**config.mk**
```make
export PLATFORM = sky130hd
export DESIGN_NAME = nand_serial_logic_flat
export DESIGN_NICKNAME = d
export VERILOG_FILES = /design/src/rtl/nand_serial_logic_pkg.sv /design/src/rtl/nand_serial_logic_if.sv /design/src/rtl/nand_serial_logic_nand_1b.sv /design/src/rtl/nand_serial_logic.sv /design/src/flat_wrapper.sv
export SDC_FILE = /design/constraint.sdc
export NUM_CORES = 1
export LEC_CHECK = 0
export BUFFER_PORTS_ARGS = -buffer_cell sky130_fd_sc_hd__buf_2
export CAP_MARGIN = 25
export CORE_ASPECT_RATIO = 1.2
export CORE_UTILIZATION = 50
export DETAILED_ROUTE_END_ITERATION = 12
export HOLD_SLACK_MARGIN = 0.12
export PLACE_DENSITY = 0.72
export SYNTH_ARGS = -nofsm -noshare
export SYNTH_HDL_FRONTEND = slang
export SYNTH_SLANG_ARGS = --single-unit
```
**constraint.sdc**
```tcl
create_clock -name clk -period 5.69 [get_ports clk]
set_clock_uncertainty 0.2 [all_clocks]
set_input_delay 0.2845 -clock clk [delete_from_list [all_inputs] [get_ports clk]]
set_output_delay 0.2845 -clock clk [all_outputs]
set_load 0.1 [all_outputs]
```
**src/rtl/nand_serial_logic_pkg.sv**
```systemverilog
// rtl/nand_serial_logic_pkg.sv - shared op codes, step counts and FSM states
// Purpose: constants shared by the bit-serial NAND logic unit.
//   Op encodings, per-op NAND step counts, FSM state encoding and two
//   small helpers (op legality and index of the final step).
// Ports: none (package).
package nsl_pkg;

   localparam logic [2:0] OP_NAND = 3'd0;
   localparam logic [2:0] OP_AND  = 3'd1;
   localparam logic [2:0] OP_OR   = 3'd2;
   localparam logic [2:0] OP_XOR  = 3'd3;
   localparam logic [2:0] OP_NOT  = 3'd4;
   localparam logic [2:0] OP_NOR  = 3'd5;

   localparam int K_NAND = 1;
   localparam int K_AND  = 2;
   localparam int K_OR   = 3;
   localparam int K_XOR  = 4;
   localparam int K_NOT  = 1;
   localparam int K_NOR  = 4;

   typedef enum logic [1:0] {
      ST_IDLE = 2'd0,
      ST_RUN  = 2'd1,
      ST_DONE = 2'd2
   } state_t;

   function automatic logic op_legal(input logic [2:0] op);
      return (op <= OP_NOR);
   endfunction

   // Index of the last step (k-1); k=4 does not fit the 2-bit step counter.
   function automatic logic [1:0] last_step_of(input logic [2:0] op);
      logic [1:0] s;
      case (op)
         OP_NAND: s = 2'(K_NAND - 1);
         OP_AND:  s = 2'(K_AND - 1);
         OP_OR:   s = 2'(K_OR - 1);
         OP_XOR:  s = 2'(K_XOR - 1);
         OP_NOT:  s = 2'(K_NOT - 1);
         OP_NOR:  s = 2'(K_NOR - 1);
         default: s = 2'd0;
      endcase
      return s;
   endfunction

endpackage

```
**src/rtl/nand_serial_logic_if.sv**
```systemverilog
// rtl/nand_serial_logic_if.sv - request/response bundle of the serial logic unit
// Purpose: groups the request (start/op/a/b) and response
//   (busy/done/err/result) signals.
// Ports:
//   master : drives start, op, a, b; observes busy, done, err, result
//   slave  : the logic unit side
interface nand_serial_logic_if #(
   parameter int W = 8
);
   logic         start;
   logic [2:0]   op;
   logic [W-1:0] a;
   logic [W-1:0] b;
   logic         busy;
   logic         done;
   logic         err;
   logic [W-1:0] result;

   modport master (
      output start, op, a, b,
      input  busy, done, err, result
   );

   modport slave (
      input  start, op, a, b,
      output busy, done, err, result
   );
endinterface

```
**src/rtl/nand_serial_logic_nand_1b.sv**
```systemverilog
// rtl/nand_serial_logic_nand_1b.sv - single 1-bit NAND primitive
// Purpose: the only logic gate the serial unit evaluates through.
// Ports:
//   x, y : inputs
//   z    : ~(x & y)
module nand_1b (
   input  logic x,
   input  logic y,
   output logic z
);
   assign z = ~(x & y);
endmodule

```
**src/rtl/nand_serial_logic.sv**
```systemverilog
// rtl/nand_serial_logic.sv - bit-serial logic unit built on one NAND gate
// Purpose: latches operands on accept and walks each bit (LSB first)
//   through a per-op schedule of NAND steps, one step per clock.
// Ports:
//   clk : rising-edge clock
//   rst : synchronous active-high reset
//   bus : slave side of nand_serial_logic_if (start/op/a/b in,
//         busy/done/err/result out)
module nand_serial_logic
   import nsl_pkg::*;
#(
   parameter int W = 8
) (
   input  logic                 clk,
   input  logic                 rst,
   nand_serial_logic_if.slave   bus
);
   localparam int BW = $clog2(W);

   state_t          state, state_nx;
   logic [2:0]      op_q;
   logic [W-1:0]    a_q, b_q;
   logic [W-1:0]    result_q;
   logic            err_q;
   logic            t, u, v;
   logic [BW-1:0]   bit_idx;
   logic [1:0]      step;
   logic            x, y, z;
   logic            a_bit, b_bit;
   logic            last_step, last_bit;

   assign a_bit     = a_q[bit_idx];
   assign b_bit     = b_q[bit_idx];
   assign last_step = (step == last_step_of(op_q));
   assign last_bit  = (bit_idx == BW'(W - 1));

   nand_1b u_nand (
      .x (x),
      .y (y),
      .z (z)
   );

   // Step mux: NOR runs the OR schedule into v, then inverts v.
   always_comb begin
      x = 1'b0;
      y = 1'b0;
      case (op_q)
         OP_NAND: begin x = a_bit; y = b_bit; end
         OP_NOT:  begin x = a_bit; y = a_bit; end
         OP_AND: begin
            if (step == 2'd0) begin x = a_bit; y = b_bit; end
            else              begin x = t;     y = t;     end
         end
         OP_OR, OP_NOR: begin
            case (step)
               2'd0:    begin x = a_bit; y = a_bit; end
               2'd1:    begin x = b_bit; y = b_bit; end
               2'd2:    begin x = t;     y = u;     end
               default: begin x = v;     y = v;     end
            endcase
         end
         OP_XOR: begin
            case (step)
               2'd0:    begin x = a_bit; y = b_bit; end
               2'd1:    begin x = a_bit; y = t;     end
               2'd2:    begin x = b_bit; y = t;     end
               default: begin x = u;     y = v;     end
            endcase
         end
         default: begin x = 1'b0; y = 1'b0; end
      endcase
   end

   // State register
   always_ff @(posedge clk) begin
      if (rst) state <= ST_IDLE;
      else     state <= state_nx;
   end

   // Next-state logic
   always_comb begin
      state_nx = state;
      case (state)
         ST_IDLE: if (bus.start) state_nx = op_legal(bus.op) ? ST_RUN : ST_DONE;
         ST_RUN:  if (last_step && last_bit) state_nx = ST_DONE;
         default: state_nx = ST_IDLE;
      endcase
   end

   // Output logic
   always_comb begin
      bus.busy   = (state == ST_RUN);
      bus.done   = (state == ST_DONE);
      bus.err    = err_q;
      bus.result = result_q;
   end

   // Datapath: non-final step s writes scratch t/u/v in order; final step
   // writes the result bit and advances to the next bit.
   always_ff @(posedge clk) begin
      if (rst) begin
         op_q     <= '0;
         a_q      <= '0;
         b_q      <= '0;
         result_q <= '0;
         err_q    <= 1'b0;
         t        <= 1'b0;
         u        <= 1'b0;
         v        <= 1'b0;
         bit_idx  <= '0;
         step     <= '0;
      end else begin
         case (state)
            ST_IDLE: begin
               if (bus.start) begin
                  op_q     <= bus.op;
                  a_q      <= bus.a;
                  b_q      <= bus.b;
                  result_q <= '0;
                  err_q    <= ~op_legal(bus.op);
                  bit_idx  <= '0;
                  step     <= '0;
               end
            end
            ST_RUN: begin
               if (last_step) begin
                  result_q[bit_idx] <= z;
                  step              <= '0;
                  if (!last_bit) bit_idx <= bit_idx + 1'b1;
               end else begin
                  case (step)
                     2'd0:    t <= z;
                     2'd1:    u <= z;
                     default: v <= z;
                  endcase
                  step <= step + 2'd1;
               end
            end
            default: ;
         endcase
      end
   end

endmodule

```
**src/flat_wrapper.sv**
```systemverilog
// flat-port wrapper written by rule: the top's interface ports become plain ports
module nand_serial_logic_flat import nsl_pkg::*;
#(
   parameter int W = 8
)
  (clk, rst, bus_start, bus_op, bus_a, bus_b, bus_busy, bus_done, bus_err, bus_result);
  nand_serial_logic_if #(.W(W)) bus_i ();
  input  logic clk;
  input  logic rst;
  input wire logic [$bits(bus_i.start)-1:0] bus_start;
  input wire logic [$bits(bus_i.op)-1:0] bus_op;
  input wire logic [$bits(bus_i.a)-1:0] bus_a;
  input wire logic [$bits(bus_i.b)-1:0] bus_b;
  output wire logic [$bits(bus_i.busy)-1:0] bus_busy;
  output wire logic [$bits(bus_i.done)-1:0] bus_done;
  output wire logic [$bits(bus_i.err)-1:0] bus_err;
  output wire logic [$bits(bus_i.result)-1:0] bus_result;
  assign bus_i.start = bus_start;
  assign bus_i.op = bus_op;
  assign bus_i.a = bus_a;
  assign bus_i.b = bus_b;
  assign bus_busy = bus_i.busy;
  assign bus_done = bus_i.done;
  assign bus_err = bus_i.err;
  assign bus_result = bus_i.result;
  nand_serial_logic #(.W(W)) u_core (.clk(clk), .rst(rst), .bus(bus_i));
endmodule
```
==> summary.md <==
| Metric | Value |
|---|---|
| Achievable Freq | 0.334 GHz |
| 1st-pass router iterations | 6 |
| Largest driver fanout on the critical path | 18 |
| Clock Tree Root | clkbuf_8 |
| Leakage | 1.04 nW |
| DRT iter0 DRCs | 128 |
| Wire per inst | 13.6 um |
| Final period utilization | 0.526 |
| Syn_area_per_cell | 7.86 um2 |
| Post-synth top cells | nand2_1 (51), dfxtp_1 (38), a21oi_1 (37), o21ai_0 (17), clkbuf_1 (15) |
| Status | finished clean |
| Share of layout cells above drive strength 1 | 0.156 |
| Initial antenna violation count | 0 |
| EDFF count, synth | 0 |
| Nature of the critical path endpoint | register |
| Final TNS setup | 0 ns |
| Critical Path RT | approximately 5.7 ns |
| Post-CTS Setup Inserts | 0 |
| Worst vdd ir | 0.203 mV |
| Placed inst area | 2240 um2 |
| Post-synthesis cell area | between 2000 and 2500 um2 |
| Min cycle time layout | 2.99 ns |
| First-pass GRT wire length | 8200 um |
| Routed vias/inst | around 5.5 |
| Initial Util | 0.526 |
| DR vias | 1985 |
| Yosys top cell by area | dfxtp_1 |
| Actual slew at the worst max-slew pin | 0.760 ns |
| Die Wd | roughly 61 um |
| Clock sink count | 38 |
| Post-synth top area share | 0.364 |
| P&R area growth vs syn | 20.5% |
| Hold/Removal Path Class | in2reg |
| Synth Instances | between 200 and 300 |
| CTS Hold Bufs | 19 |
| Most frequent cell after synthesis | nand2_1 |
| Row count | 25 |
| DRC | 0 |
| Rel. slew slack | 0.493 |
| CP Class | reg2reg |
| Largest net degree at the start of global routing | a little over 40 |
| Sequential area share after synthesis | 0.364 |
| Number of CTS-inserted buffers | 5 |
| Total global-route track usage | 0.243 |
| GRT overflow | 0 |
| Post-DP HPWL | 3200 um |
| Top Ports | 33 |
| Maxcap violations | 0 |
| Die Y | 72.8 um |
| CTS tree | built |
| Endpoints failing setup | 0 |
| Setup ws final | 2.70 ns |
| Top cells by area, synth | dfxtp_1 (36%), nand2_1 (9.2%), a21oi_1 (8.9%) |
| Core ar. | 3970 um2 |
| Vias in the first global route | 1818 |
| Async set-reset flop share out of synthesis | 0 |
| Synth unique cells | 49 |
| H-tree depth | 2 |
| Gpl congestion | 0.953 |
| Synth Warn # | 0 |
| RSZ-0062 raised after global routing | no |
| Layout Nets | 334 |
| Skew-Pair Late Insertion Delay | roughly 0.29 ns |
| Full die area | 4450 um2 |
| Antenna diode count | 0 |
| CTS clk-pin slew, worst paths | 0.08 ns |
| Crit path DAT | 2.99 ns |
| Syn nets | 294 |
| FF+latch count, synth | 38 |
| Final Core Density | 0.634 |
| I/O Buffers | 32 |
| Post-CTS sizing | 0 |
| Place WS | 2.73 ns |
| Setup crit start kind | register |
| Pins Over Slew Limit | 0 |
| Fillers | 358 |
| WL final | 4900 um |
| Clock Path Buffers | 2 |
| Prevailing post-synth register cell | dfxtp_1 |
| Design area | 2520 um2 |
| Final Hold Vio Count | 0 |
| Antenna viol nets, final | 0 |
| PD cells | around 240 nW/um2 |
## flip-flops by register name (all words and copies together), names as in the netlist
register           count
u_core.u               1
u_core.op_q            3
u_core.bit_idx         3
u_core.v               1
u_core.b_q             8
u_core.bus.err         1
u_core.state           2
u_core.t               1
u_core.a_q             8
u_core.step            2
u_core.bus.result      8
## layout make-up
class / instances / area, um2 / area share
multi-input combinational: 200 / 1210 / 0.480
sequential: 38 / 761 / 0.302
timing repair buffer: 52 / 358 / 0.142
clock buffer: 7 / 86.3 / 0.0343
tap: 54 / 67.6 / 0.0268
inverter: 9 / 33.8 / 0.0134
clock inverter: 1 / 5.00 / 0.00199
## worst max-delay path: stages (launching register included)
cell and delay, ns:
dfxtp_1 0.82, mux4_2 0.58, mux2_2 0.32, a21oi_2 0.16, a31oi_1 0.10, o22a_1 0.38
o41ai_1 0.34
## per-layer routing
layer / global-route usage / wire (um) / up-vias
met2: 0.407 / 2450 / 44
li1: - / - / 1021
met4: 0.0833 / 89 / 0
met5: 0 / 0 / -
met1: 0.307 / 2210 / 910
met3: 0.0443 / 146 / 10
## cell families after synthesis
| logic type | after synthesis | synth area share |
|---|---|---|
| and+or+nand+nor | 99 | 0.227 |
| AOI/OAI and AO/OA | 87 | 0.265 |
| DFF | 38 | 0.364 |
| buffers and inverters | 28 | 0.0580 |
| muxes | 7 | 0.0467 |
| adders and majority gates | 6 | 0.0359 |
| xor gates and xnor gates | 1 | 0.00419 |
## placed cells by master, fill, tap and decap left out, types with 3 or more instances in the layout
cell / count
nand2_1: 51
dfxtp_1: 38
a21oi_1: 37
buf_2: 32
dlygate4sd3_1: 19
o21ai_0: 17
nor2b_1: 13
nor2_1: 13
inv_1: 9
ha_1: 6
clkbuf_8: 6
a31oi_1: 5
o31ai_1: 5
nand3b_1: 4
mux2i_1: 3
nand3_1: 3
o21bai_1: 3
o41ai_2: 3
## report_power, final
group	internal [mW]	switching, mW
Clock	0.0977	0.0885
Sequential	0.280	0.0160
Combinational	0.0447	0.0723
Total	0.422	0.177
## path summary, 6_finish.rpt
path	startpoint	to	slack, ns	cells after the start
min	bus_start	u_core.step[1]$_SDFFE_PP0P_	0.20	4
max	u_core.bit_idx[0]$_SDFFE_PP0P_	u_core.bus.result[2]$_SDFFE_PP0P_	2.70	6
min reg2reg	u_core.bus.err$_SDFFE_PP0P_	u_core.bus.err$_SDFFE_PP0P_	0.25	2
max reg2reg	u_core.bit_idx[0]$_SDFFE_PP0P_	u_core.bus.result[2]$_SDFFE_PP0P_	2.70	6
## metrics by stage
stage          power [mW]  std cells  hold slack, ns
3_5_place_dp        0.407        334           0.245
2_1_floorplan       0.381        266           0.220
6_report            0.599        361           0.201
4_1_cts             0.601        361           0.194
5_1_grt             0.628        361           0.218
3_3_place_gp        0.407        334           0.243
(Power assumes the default switching activity.)
